--- src/rtl/sensor_packet_buffer_pkg.sv ---
// Shared definitions for the sensor packet buffer.
// Default geometry (sensor count, slot depth, fill byte) and FSM state encodings.
// Ports: none (package).
package sensor_packet_buffer_pkg;

  localparam int DEF_LOG_SENSORS = 3;
  localparam int DEF_LOG_PACKET  = 4;
  localparam int SENSORS         = 2 ** DEF_LOG_SENSORS;
  localparam int DEPTH           = 2 ** DEF_LOG_PACKET;
  localparam logic [7:0] FILL_BYTE_DEF = 8'h76;

  typedef enum logic {
    W_IDLE,
    W_PKT
  } wstate_t;

  typedef enum logic [1:0] {
    R_IDLE,
    R_READ,
    R_EMPTY
  } rstate_t;

endpackage

--- src/rtl/sensor_packet_buffer_ram.sv ---
// Simple dual-port RAM: one synchronous write port, one registered read port.
// Latency: read address in cycle N, data on o_rdata in N+1. No backpressure.
// Ports: clk, i_we/i_waddr/i_wdata (write), i_re/i_raddr (read), o_rdata.
module packet_ram_sdp #(
  parameter int DATA_WIDTH = 8,
  parameter int ADDR_WIDTH = 7
) (
  input  logic                  clk,
  input  logic                  i_we,
  input  logic [ADDR_WIDTH-1:0] i_waddr,
  input  logic [DATA_WIDTH-1:0] i_wdata,
  input  logic                  i_re,
  input  logic [ADDR_WIDTH-1:0] i_raddr,
  output logic [DATA_WIDTH-1:0] o_rdata
);

  (* ramstyle = "M9K" *) logic [DATA_WIDTH-1:0] r_mem [0:(2**ADDR_WIDTH)-1];
  logic [DATA_WIDTH-1:0] r_q;

  // Contents are deliberately never reset so the array maps onto block RAM.
  always_ff @(posedge clk) begin
    if (i_we) r_mem[i_waddr] <= i_wdata;
    if (i_re) r_q <= r_mem[i_raddr];
  end

  assign o_rdata = r_q;

endmodule

--- src/rtl/sensor_packet_buffer.sv ---
// Per-sensor single-packet store: byte-stream writes, whole-packet streamed reads.
// Latency: empty-slot beat 1 cycle after read accept, packet bytes from 2 cycles after.
// Backpressure: wr_ready drops only while a read is active on the write's sensor;
//   rd_ready drops while busy or while a write targets the requested sensor.
// Ports: clk/rst; wr_* byte-stream write side with wr_overflow pulse;
//   rd_* request/stream read side; pkt_avail per-sensor committed-packet flags.
module sensor_packet_buffer
  import sensor_packet_buffer_pkg::*;
#(
  parameter int DATA_WIDTH  = 8,
  parameter int LOG_SENSORS = DEF_LOG_SENSORS,
  parameter int LOG_PACKET  = DEF_LOG_PACKET,
  parameter logic [DATA_WIDTH-1:0] FILL_BYTE = DATA_WIDTH'(FILL_BYTE_DEF)
) (
  input  logic                      clk,
  input  logic                      rst,
  input  logic                      wr_valid,
  output logic                      wr_ready,
  input  logic [LOG_SENSORS-1:0]    wr_sensor,
  input  logic [DATA_WIDTH-1:0]     wr_data,
  input  logic                      wr_last,
  output logic                      wr_overflow,
  input  logic                      rd_start,
  input  logic [LOG_SENSORS-1:0]    rd_sensor,
  output logic                      rd_ready,
  output logic [DATA_WIDTH-1:0]     rd_data,
  output logic                      rd_valid,
  output logic                      rd_last,
  output logic                      rd_empty,
  output logic [2**LOG_SENSORS-1:0] pkt_avail
);

  localparam int NSENS = 2 ** LOG_SENSORS;
  localparam int AW    = LOG_SENSORS + LOG_PACKET;
  localparam logic [LOG_PACKET:0] DEPTH_L = (LOG_PACKET+1)'(2 ** LOG_PACKET);

  // Write side state
  wstate_t                  r_wstate;
  logic [LOG_SENSORS-1:0]   r_cur_wsensor;
  logic [LOG_PACKET:0]      r_bidx;          // saturates at DEPTH once bytes start dropping
  logic                     r_trunc;
  logic                     r_wr_overflow;

  // Per-sensor bookkeeping
  logic [LOG_PACKET:0]      r_len [NSENS];
  logic [NSENS-1:0]         r_avail;

  // Read side state
  rstate_t                  r_rstate;
  logic [LOG_SENSORS-1:0]   r_rsensor;
  logic [LOG_PACKET:0]      r_rlen;
  logic [LOG_PACKET-1:0]    r_ridx;
  logic                     r_rd_valid;
  logic                     r_rd_last;
  logic                     r_rd_empty;

  logic [LOG_SENSORS-1:0]   w_wsensor;
  logic                     w_wr_ready;
  logic                     w_wr_acc;
  logic                     w_in_range;
  logic                     w_rd_ready;
  logic                     w_rd_acc;
  logic                     w_last_rd;
  logic [DATA_WIDTH-1:0]    w_ram_q;

  // A packet in flight keeps its latched sensor; only the first beat looks at wr_sensor.
  assign w_wsensor  = (r_wstate == W_PKT) ? r_cur_wsensor : wr_sensor;
  assign w_in_range = (r_bidx < DEPTH_L);
  assign w_wr_ready = !((r_rstate != R_IDLE) && (r_rsensor == w_wsensor));
  assign w_wr_acc   = wr_valid && w_wr_ready;

  // A write beat offered this cycle also blocks a read of the same slot, so
  // a read can never start on a slot that is mid-update.
  assign w_rd_ready = (r_rstate == R_IDLE) &&
                      !(((r_wstate == W_PKT) || wr_valid) && (w_wsensor == rd_sensor));
  assign w_rd_acc   = rd_start && w_rd_ready;

  assign w_last_rd  = (r_rstate == R_READ) && ({1'b0, r_ridx} == (r_rlen - 1'b1));

  packet_ram_sdp #(
    .DATA_WIDTH (DATA_WIDTH),
    .ADDR_WIDTH (AW)
  ) u_ram (
    .clk     (clk),
    .i_we    (w_wr_acc && w_in_range),
    .i_waddr ({w_wsensor, r_bidx[LOG_PACKET-1:0]}),
    .i_wdata (wr_data),
    .i_re    (r_rstate == R_READ),
    .i_raddr ({r_rsensor, r_ridx}),
    .o_rdata (w_ram_q)
  );

  // Write FSM
  always_ff @(posedge clk) begin
    if (rst) begin
      r_wstate      <= W_IDLE;
      r_cur_wsensor <= '0;
      r_bidx        <= '0;
      r_trunc       <= 1'b0;
      r_wr_overflow <= 1'b0;
    end else begin
      r_wr_overflow <= 1'b0;
      if (w_wr_acc) begin
        if (wr_last) begin
          r_wstate      <= W_IDLE;
          r_bidx        <= '0;
          r_trunc       <= 1'b0;
          // The last beat itself may be the first one dropped.
          r_wr_overflow <= r_trunc || !w_in_range;
        end else begin
          r_wstate      <= W_PKT;
          r_cur_wsensor <= w_wsensor;
          if (w_in_range) r_bidx  <= r_bidx + 1'b1;
          else            r_trunc <= 1'b1;
        end
      end
    end
  end

  // Lengths and availability. A commit and a read-complete never hit the
  // same sensor in one cycle because of the collision interlock.
  always_ff @(posedge clk) begin
    if (rst) begin
      r_avail <= '0;
      for (int s = 0; s < NSENS; s++) r_len[s] <= '0;
    end else begin
      if (w_last_rd) r_avail[r_rsensor] <= 1'b0;
      if (w_wr_acc && wr_last) begin
        r_len[w_wsensor]   <= w_in_range ? (r_bidx + 1'b1) : DEPTH_L;
        r_avail[w_wsensor] <= 1'b1;
      end
    end
  end

  // Read FSM. Output flags are registered alongside the RAM's read register.
  always_ff @(posedge clk) begin
    if (rst) begin
      r_rstate   <= R_IDLE;
      r_rsensor  <= '0;
      r_rlen     <= '0;
      r_ridx     <= '0;
      r_rd_valid <= 1'b0;
      r_rd_last  <= 1'b0;
      r_rd_empty <= 1'b0;
    end else begin
      r_rd_valid <= (r_rstate == R_READ);
      r_rd_last  <= w_last_rd;
      r_rd_empty <= 1'b0;
      case (r_rstate)
        R_IDLE: begin
          if (w_rd_acc) begin
            r_rsensor <= rd_sensor;
            r_rlen    <= r_len[rd_sensor];
            r_ridx    <= '0;
            if (r_avail[rd_sensor]) begin
              r_rstate <= R_READ;
            end else begin
              r_rstate   <= R_EMPTY;
              r_rd_valid <= 1'b1;
              r_rd_last  <= 1'b1;
              r_rd_empty <= 1'b1;
            end
          end
        end
        R_READ: begin
          r_ridx <= r_ridx + 1'b1;
          if (w_last_rd) r_rstate <= R_IDLE;
        end
        R_EMPTY: r_rstate <= R_IDLE;
        default: r_rstate <= R_IDLE;
      endcase
    end
  end

  assign wr_ready    = w_wr_ready;
  assign rd_ready    = w_rd_ready;
  assign wr_overflow = r_wr_overflow;
  assign rd_valid    = r_rd_valid;
  assign rd_last     = r_rd_last;
  assign rd_empty    = r_rd_empty;
  assign pkt_avail   = r_avail;
  // Gated so the bus reads 0 between beats; the RAM register itself is never reset.
  assign rd_data     = r_rd_valid ? (r_rd_empty ? FILL_BYTE : w_ram_q) : '0;

endmodule

--- config.mk ---
export PLATFORM = sky130hd
export DESIGN_NAME = sensor_packet_buffer
export DESIGN_NICKNAME = d
export VERILOG_FILES = /design/src/rtl/sensor_packet_buffer_pkg.sv /design/src/rtl/sensor_packet_buffer_ram.sv /design/src/rtl/sensor_packet_buffer.sv
export SDC_FILE = /design/constraint.sdc
export NUM_CORES = 1
export LEC_CHECK = 0
export CELL_PAD_IN_SITES_DETAIL_PLACEMENT = 1
export CELL_PAD_IN_SITES_GLOBAL_PLACEMENT = 1
export CORE_ASPECT_RATIO = 0.7
export CORE_MARGIN = 1.5
export CORE_UTILIZATION = 60
export DETAILED_ROUTE_END_ITERATION = 8
export DONT_BUFFER_PORTS = 1
export GPL_TIMING_DRIVEN = 0
export PLACE_DENSITY = 0.91
export REMOVE_ABC_BUFFERS = 1
export SLEW_MARGIN = 5
export SYNTH_ARGS = -nofsm -noshare
export SYNTH_HDL_FRONTEND = slang
export SYNTH_HIERARCHICAL = 1
export SYNTH_SLANG_ARGS = --single-unit
--- constraint.sdc ---
create_clock -name clk -period 7.6 [get_ports clk]
set_input_delay 0.38 -clock clk [delete_from_list [all_inputs] [get_ports clk]]
set_output_delay 0.38 -clock clk [all_outputs]
set_load 0.01 [all_outputs]
# After elaboration in Yosys (flattened, before gate mapping)
# Memory sizes are Yosys's and may differ from the RTL's. A register that Yosys moved wholly into a read port is not among the register bits.
# Index checks and enable logic that the tools add are counted.
# W data, S select, Z words.
word_totals:
  wordCells: 106
  input_bits: 19
  mem_count: 2
  out_inout_bits: 22
  ram_bits: 1064
  ff_bits: 31
memory_table:
  columns: ["name", "depth", "width", "read_ports", "rd_ports_with_merged_regs", "write_ports", "line_no", "source"]
  rows:
  - ["u_ram.r_mem", 128, 8, 1, 1, 1, "sensor_packet_buffer_ram.sv:17", "(* ramstyle = \"M9K\" *) logic [DATA_WIDTH-1:0] r_mem [0:(2**ADDR_WIDTH)-1];"]
  - ["r_len", 8, 5, 1, 1, 8, "sensor_packet_buffer.sv:45", "logic [LOG_PACKET:0] r_len [NSENS];"]
op_classes:
  bitwise: 7
  reduce_logical: 28
  muxes: 41
  n_eq_ne: 7
  addsub: 3
  magnitude_cmp: 6
op_table:
  columns: ["cell", "n"]
  rows:
  - ["$mux W8", 5]
  - ["$mux W1", 21]
  - ["$mux W5", 4]
  - ["$lt A3 B4 Y1 const B", 3]
  - ["$reduce_and A2 Y1", 6]
  - ["$logic_and A1 B1 Y1", 10]
  - ["$and A8 B8 Y8", 1]
  - ["$not A8 Y8", 1]
  - ["$or A8 B8 Y8", 1]
  - ["$pmux W4 S2", 1]
  - ["$demux W1 S3", 2]
  - ["$eq A3 B3 Y1", 2]
  - ["$ge A3 B1 Y1 const B", 2]
  - ["$mux W2", 3]
  - ["$mux W3", 2]
  - ["$ne A2 B2 Y1 const B", 3]
  - ["$reduce_bool A2 Y1", 3]
  - ["$reduce_or A3 Y1", 2]
  - ["$add A5 B1 Y5 const B", 1]
  - ["$eq A4 B5 Y1", 1]
  - ["$lt A5 B5 Y1 const B", 1]
  - ["$reduce_or A5 Y1", 1]
  - ["$sub A5 B1 Y5 const B", 1]
  - ["$add A4 B1 Y4 const B", 1]
  - ["8 further kinds", 14]

# Depth between registers and ports, before layout
depth:
  word_depth: 11
  depth_mapped: 10
  ltp_nobuf: 8

# By module
# The synthesis kept the hierarchy.
by_module_without_submodules:
  columns: ["mod", "cells_per_inst", "seq_area_each_um2", "instances", "area_each_um2"]
  rows:
  - ["packet_ram_sdp", 1635, 30989.7, 1, 39745.6]
  - ["sensor_packet_buffer", 342, 1921.8, 1, 3746.1]

# Worst setup path before layout
# Ideal clock, no wire load.
synth_path:
  path_kind: "register to register"
  startpoint: "reg r_ridx[0]"
  endpoint: "reg u_ram.r_q[0], in the netlist u_ram/o_rdata[0], read port of u_ram.r_mem, data pin"
  path_buffers: 2
  setup_slack_ns: 4.545
  arrival_ns: 2.796
  setup_ns: 0.260
  path_stages_with_launch: 7
  period_less_slack_ns: 3.055
  required_ns: 7.340
  cell_sequence: "dfxtp_1 -> clkbuf_1 -> buf_1 -> mux4_2 -> mux4_2 -> mux4_2 -> mux2_2"
synth_lines:
  columns: ["element", "line_no", "source"]
  rows:
  - ["start: declaration", "sensor_packet_buffer.sv:52", "logic [LOG_PACKET-1:0] r_ridx;"]
  - ["start signal: assignment", "sensor_packet_buffer.sv:166", "r_ridx <= r_ridx + 1'b1;"]
  - ["end: declaration", "sensor_packet_buffer_ram.sv:18", "logic [DATA_WIDTH-1:0] r_q;"]

# Final worst setup path
layout_path:
  startpoint: "reg r_wstate"
  endpoint: "mem u_ram.r_mem[30][6], enable pin"
layout_via:
  elab_chain_cells: 8
layout_lines:
  columns: ["element", "line_no", "source"]
  rows:
  - ["start: declaration", "sensor_packet_buffer.sv:38", "wstate_t r_wstate;"]
  - ["start signal: assignment", "sensor_packet_buffer.sv:96", "r_wstate <= W_IDLE;"]
  - ["start signal: assignment", "sensor_packet_buffer.sv:105", "r_wstate <= W_IDLE;"]
  - ["start signal: assignment", "sensor_packet_buffer.sv:111", "r_wstate <= W_PKT;"]
  - ["$mux W3 (*)", "sensor_packet_buffer.sv:67", "assign w_wsensor = (r_wstate == W_PKT) ? r_cur_wsensor : wr_sensor;"]
  - ["$eq A3 B3 Y1", "sensor_packet_buffer.sv:69", "assign w_wr_ready = !((r_rstate != R_IDLE) && (r_rsensor == w_wsensor));"]
  - ["$logic_and A1 B1 Y1", "sensor_packet_buffer.sv:69", null]
  - ["$logic_not A1 Y1", "sensor_packet_buffer.sv:69", null]
  - ["$logic_and A1 B1 Y1", "sensor_packet_buffer.sv:70", "assign w_wr_acc = wr_valid && w_wr_ready;"]
  - ["$logic_and A1 B1 Y1", "sensor_packet_buffer.sv:85", ".i_we (w_wr_acc && w_in_range),"]
  - ["$mux W1", "sensor_packet_buffer_ram.sv:22", "if (i_we) r_mem[i_waddr] <= i_wdata;"]
  - ["$mux W1 (not written as such)", "sensor_packet_buffer_ram.sv:22", null]
  - ["end: declaration", "sensor_packet_buffer_ram.sv:17", null]
# Every way passes the cells marked *; elsewhere a longest branch is shown, timed or not.

==> impl_metrics.tcl <==
set metrics [dict create \
    reg2reg_to "u_ram/r_mem[30][6]" \
    reg2regPathDepth 8 \
    fin_ws_ns 0.763 \
    rr_startpoint "r_wstate" \
    cp-start-kind "flop" \
    syn2layout_area_growth_pct 10.6 \
    crit_chain "mux2i_2 > inv_1 > xnor2_1 > a31o_2 > nor2_1 > nor2b_1 > nand3_1 > nor2_1" \
    multi_input_area_um2 10100 \
    yosys.area.top_type "edfxtp_1" \
    path_buf_inv 1 \
    routabilityCongestion 0.822 \
    num_rows 82 \
    numCtsBuffers 97 \
    rsz0062_at_grt "no" \
    cts_max_path_buffers 3 \
    hold_slack_ns 0.0545 \
    ant_nets 0 \
    ios 41 \
    dieArea_um2 74100 \
    clk_latency_ns 0.68 \
    min_to "pkt_avail[5]" \
    first_global_vias 23107 \
    irDropWorstVdd_uv 212 \
    crit_arrival_ns 7.12 \
    die_h_um 228 \
    yosys-top-cells-area "edfxtp_1 (74%), mux4_2 (18%), dfxtp_1 (1.7%)" \
    cts_tree "done" \
    ys_seq_elements 1108 \
    start_util_pct 60.7 \
    yosys_warnings 6 \
    crit_top_cell "nor2_1" \
    grt_usage_pct 33.1 \
    hp-class "in2reg" \
    r2r_setup_slack_ns 0.76 \
    worst_slew_pin_slew_ns 1.50 \
    ys.flop_type "edfxtp_1" \
    postRouteWirelength_um 120000 \
    relSlewSlack_pct -0.135 \
    fin_worst_skew_ns 0.0190 \
    dp_hpwl_um 66800 \
    p_per_area_nw_per_um2 254 \
    syn_inst 1977 \
    grt_pass1_wl_um 172000 \
    cp_top_family "simple AND/OR/NAND/NOR gates" \
    path_clk_slew_ns 0.07 \
    slowest_stage "nor2_1" \
    pre_cts_ws_ns 0.732 \
    gr-total-overflow 0 \
    min_from "wr_sensor[2]" \
    grt_max_degree 129 \
    cts_htree_levels 3 \
    num_vias 22371 \
    hold-path-cell-count 2 \
    cap_viol_max_count 1 \
    antenna_found_initial 10 \
    power_leakage_uw 0.0142 \
    cts.sinks 1108 \
    setup_violations 0 \
    crit_cells 8 \
    cp.required_ns 7.89 \
    drt_iter0_drc 3396 \
    finalCriticalPeriod_ns 6.84 \
    post_synth.cell_area_avg_um2 22.0 \
    drc_errors 0 \
    critical_path.max_fanout 17 \
    async_reset_ff_share_pct 0 \
    syn_area_um2 43500 \
    crit_path_end_kind "flop" \
    drive_above_1_share_pct 26.6 \
    max_freq_mhz 146 \
    final_common_cell "edfxtp_1" \
    final_nets 2022 \
    via_per_inst 7.34 \
    synth.distinct_cells 57 \
    synth_edf_count 1072 \
    final_max_slew_viol_count 1 \
    dr.pass1.iters 6 \
    status "finished, violations left" \
    die_w_um 325 \
    worstSetupPathType "reg2reg" \
    routedWlPerCell_um 39.3 \
    hold_violations 0 \
    synth.top_cell.area_share_pct 74.0 \
    regArea_um2 32900 \
    cpPeakStageDelay_ns 1.24 \
    coreArea_um2 71600 \
    ctsRootBufferMaster "clkbuf_16" \
    final_cell_mix "edfxtp_1 (1,072), mux4_2 (348), nor2_1 (178), clkbuf_16 (98), dfxtp_1 (30)" \
    ys_seq_area_share_pct 75.7 \
    portBuffers 0 \
    violations "max-capacitance violations, max-slew violations" \
    nFillCells 5495 \
    period_share_pct 90.0 \
]
==> power by group <==
part / switching [uW] / total, uW / internal (uW)
clock network: 2250 / 5000 / 2750
logic: 302 / 431 / 129
registers: 45.3 / 6770 / 6720
total: 2600 / 12200 / 9600
==> layout make-up <==
class | count | area share (%)
well taps | 966 | 2.51
multi-input cells | 741 | 20.9
repair buffers | 30 | 1.42
flip-flops and latches | 1108 | 68.4
inverters | 21 | 0.164
clock buffers | 122 | 5.35
diodes | 1 | 0.00520
clock inverters | 57 | 1.20
==> how the worst max path moves through the flow <==
stage / startpoint / end / slack, ns
4_1_cts: r_wstate / u_ram/r_mem[30][6] / 0.58
2_1_floorplan: r_ridx[0] / u_ram/o_rdata[0] / -5.04
6_report: r_wstate / u_ram/r_mem[30][6] / 0.76
3_3_place_gp: r_ridx[0] / u_ram/o_rdata[4] / -9.49
5_1_grt: r_wstate / u_ram/r_mem[30][6] / 0.80
3_5_place_dp: r_wstate / u_ram/r_mem[30][7] / 0.73
==> synthesized netlist by cell type, types with 8 or more instances <==
| library cell | count |
|---|---|
| mux4_2 | 348 |
| inv_1 | 20 |
| mux2i_1 | 11 |
| clkbuf_1 | 55 |
| edfxtp_1 | 1072 |
| nand3_1 | 19 |
| nor3_1 | 21 |
| nor2b_1 | 11 |
| buf_1 | 20 |
| o21ai_0 | 16 |
| buf_2 | 18 |
| dfxtp_1 | 36 |
| nor2_1 | 178 |
| a211oi_1 | 11 |
| mux2_2 | 8 |
| buf_4 | 13 |
| nand2_1 | 29 |
==> sequential cells by signal (all words and copies together), names as in the netlist, 3 cells and up <==
name           flops
r_len             40
u_ram/r_mem     1024
u_ram/o_rdata      8
r_bidx             5
r_ridx             4
pkt_avail          8
r_rsensor          3
r_rlen             5
r_cur_wsensor      3
==> per-stage QoR <==
step | TNS [ns] | power [uW] | cell area [um^2] | utilization, % | cells
after global routing | 0 | 12400 | 48100 | 67.2 | 3045
final | 0 | 12200 | 48100 | 67.2 | 3046
after CTS | 0 | 12200 | 48100 | 67.1 | 3045
after detailed placement | 0 | 7180 | 44600 | 62.3 | 2851
after global placement | -299.37 | 7180 | 44200 | 61.7 | 2836
after floorplan | -90.19 | 7080 | 43000 | - | 1870
==> cell families (layout without fill, tap and decap cells) <==
family	Yosys count	count (layout)	synth area share (%)
DFF	1108	1108	75.7
muxes	369	369	18.5
and+or+nand+nor	286	286	2.90
buffers and inverters	128	230	1.29
AOI/OAI and AO/OA	69	69	1.21
xor gates and xnor gates	13	13	0.279
adders and majority gates	4	4	0.115
other	0	1	0
==> what timing repair did <==
| item | CTS | global route |
|---|---|---|
| hold buffers | 15 | 0 |
| gates resized for setup | 0 | 0 |
| buffers inserted | 0 | 0 |
| endpoints found under the hold margin | 1053 | 0 |
==> layer usage <==
layer,vias up,share of wire (%),track usage [%]
li1,8340,-,-
met1,11843,36,46.5
met2,1841,48,52.4
met3,331,12,7.72
met4,16,3.6,10.8
met5,-,0.097,0
No activity file was read; power rests on OpenSTA's default activity.
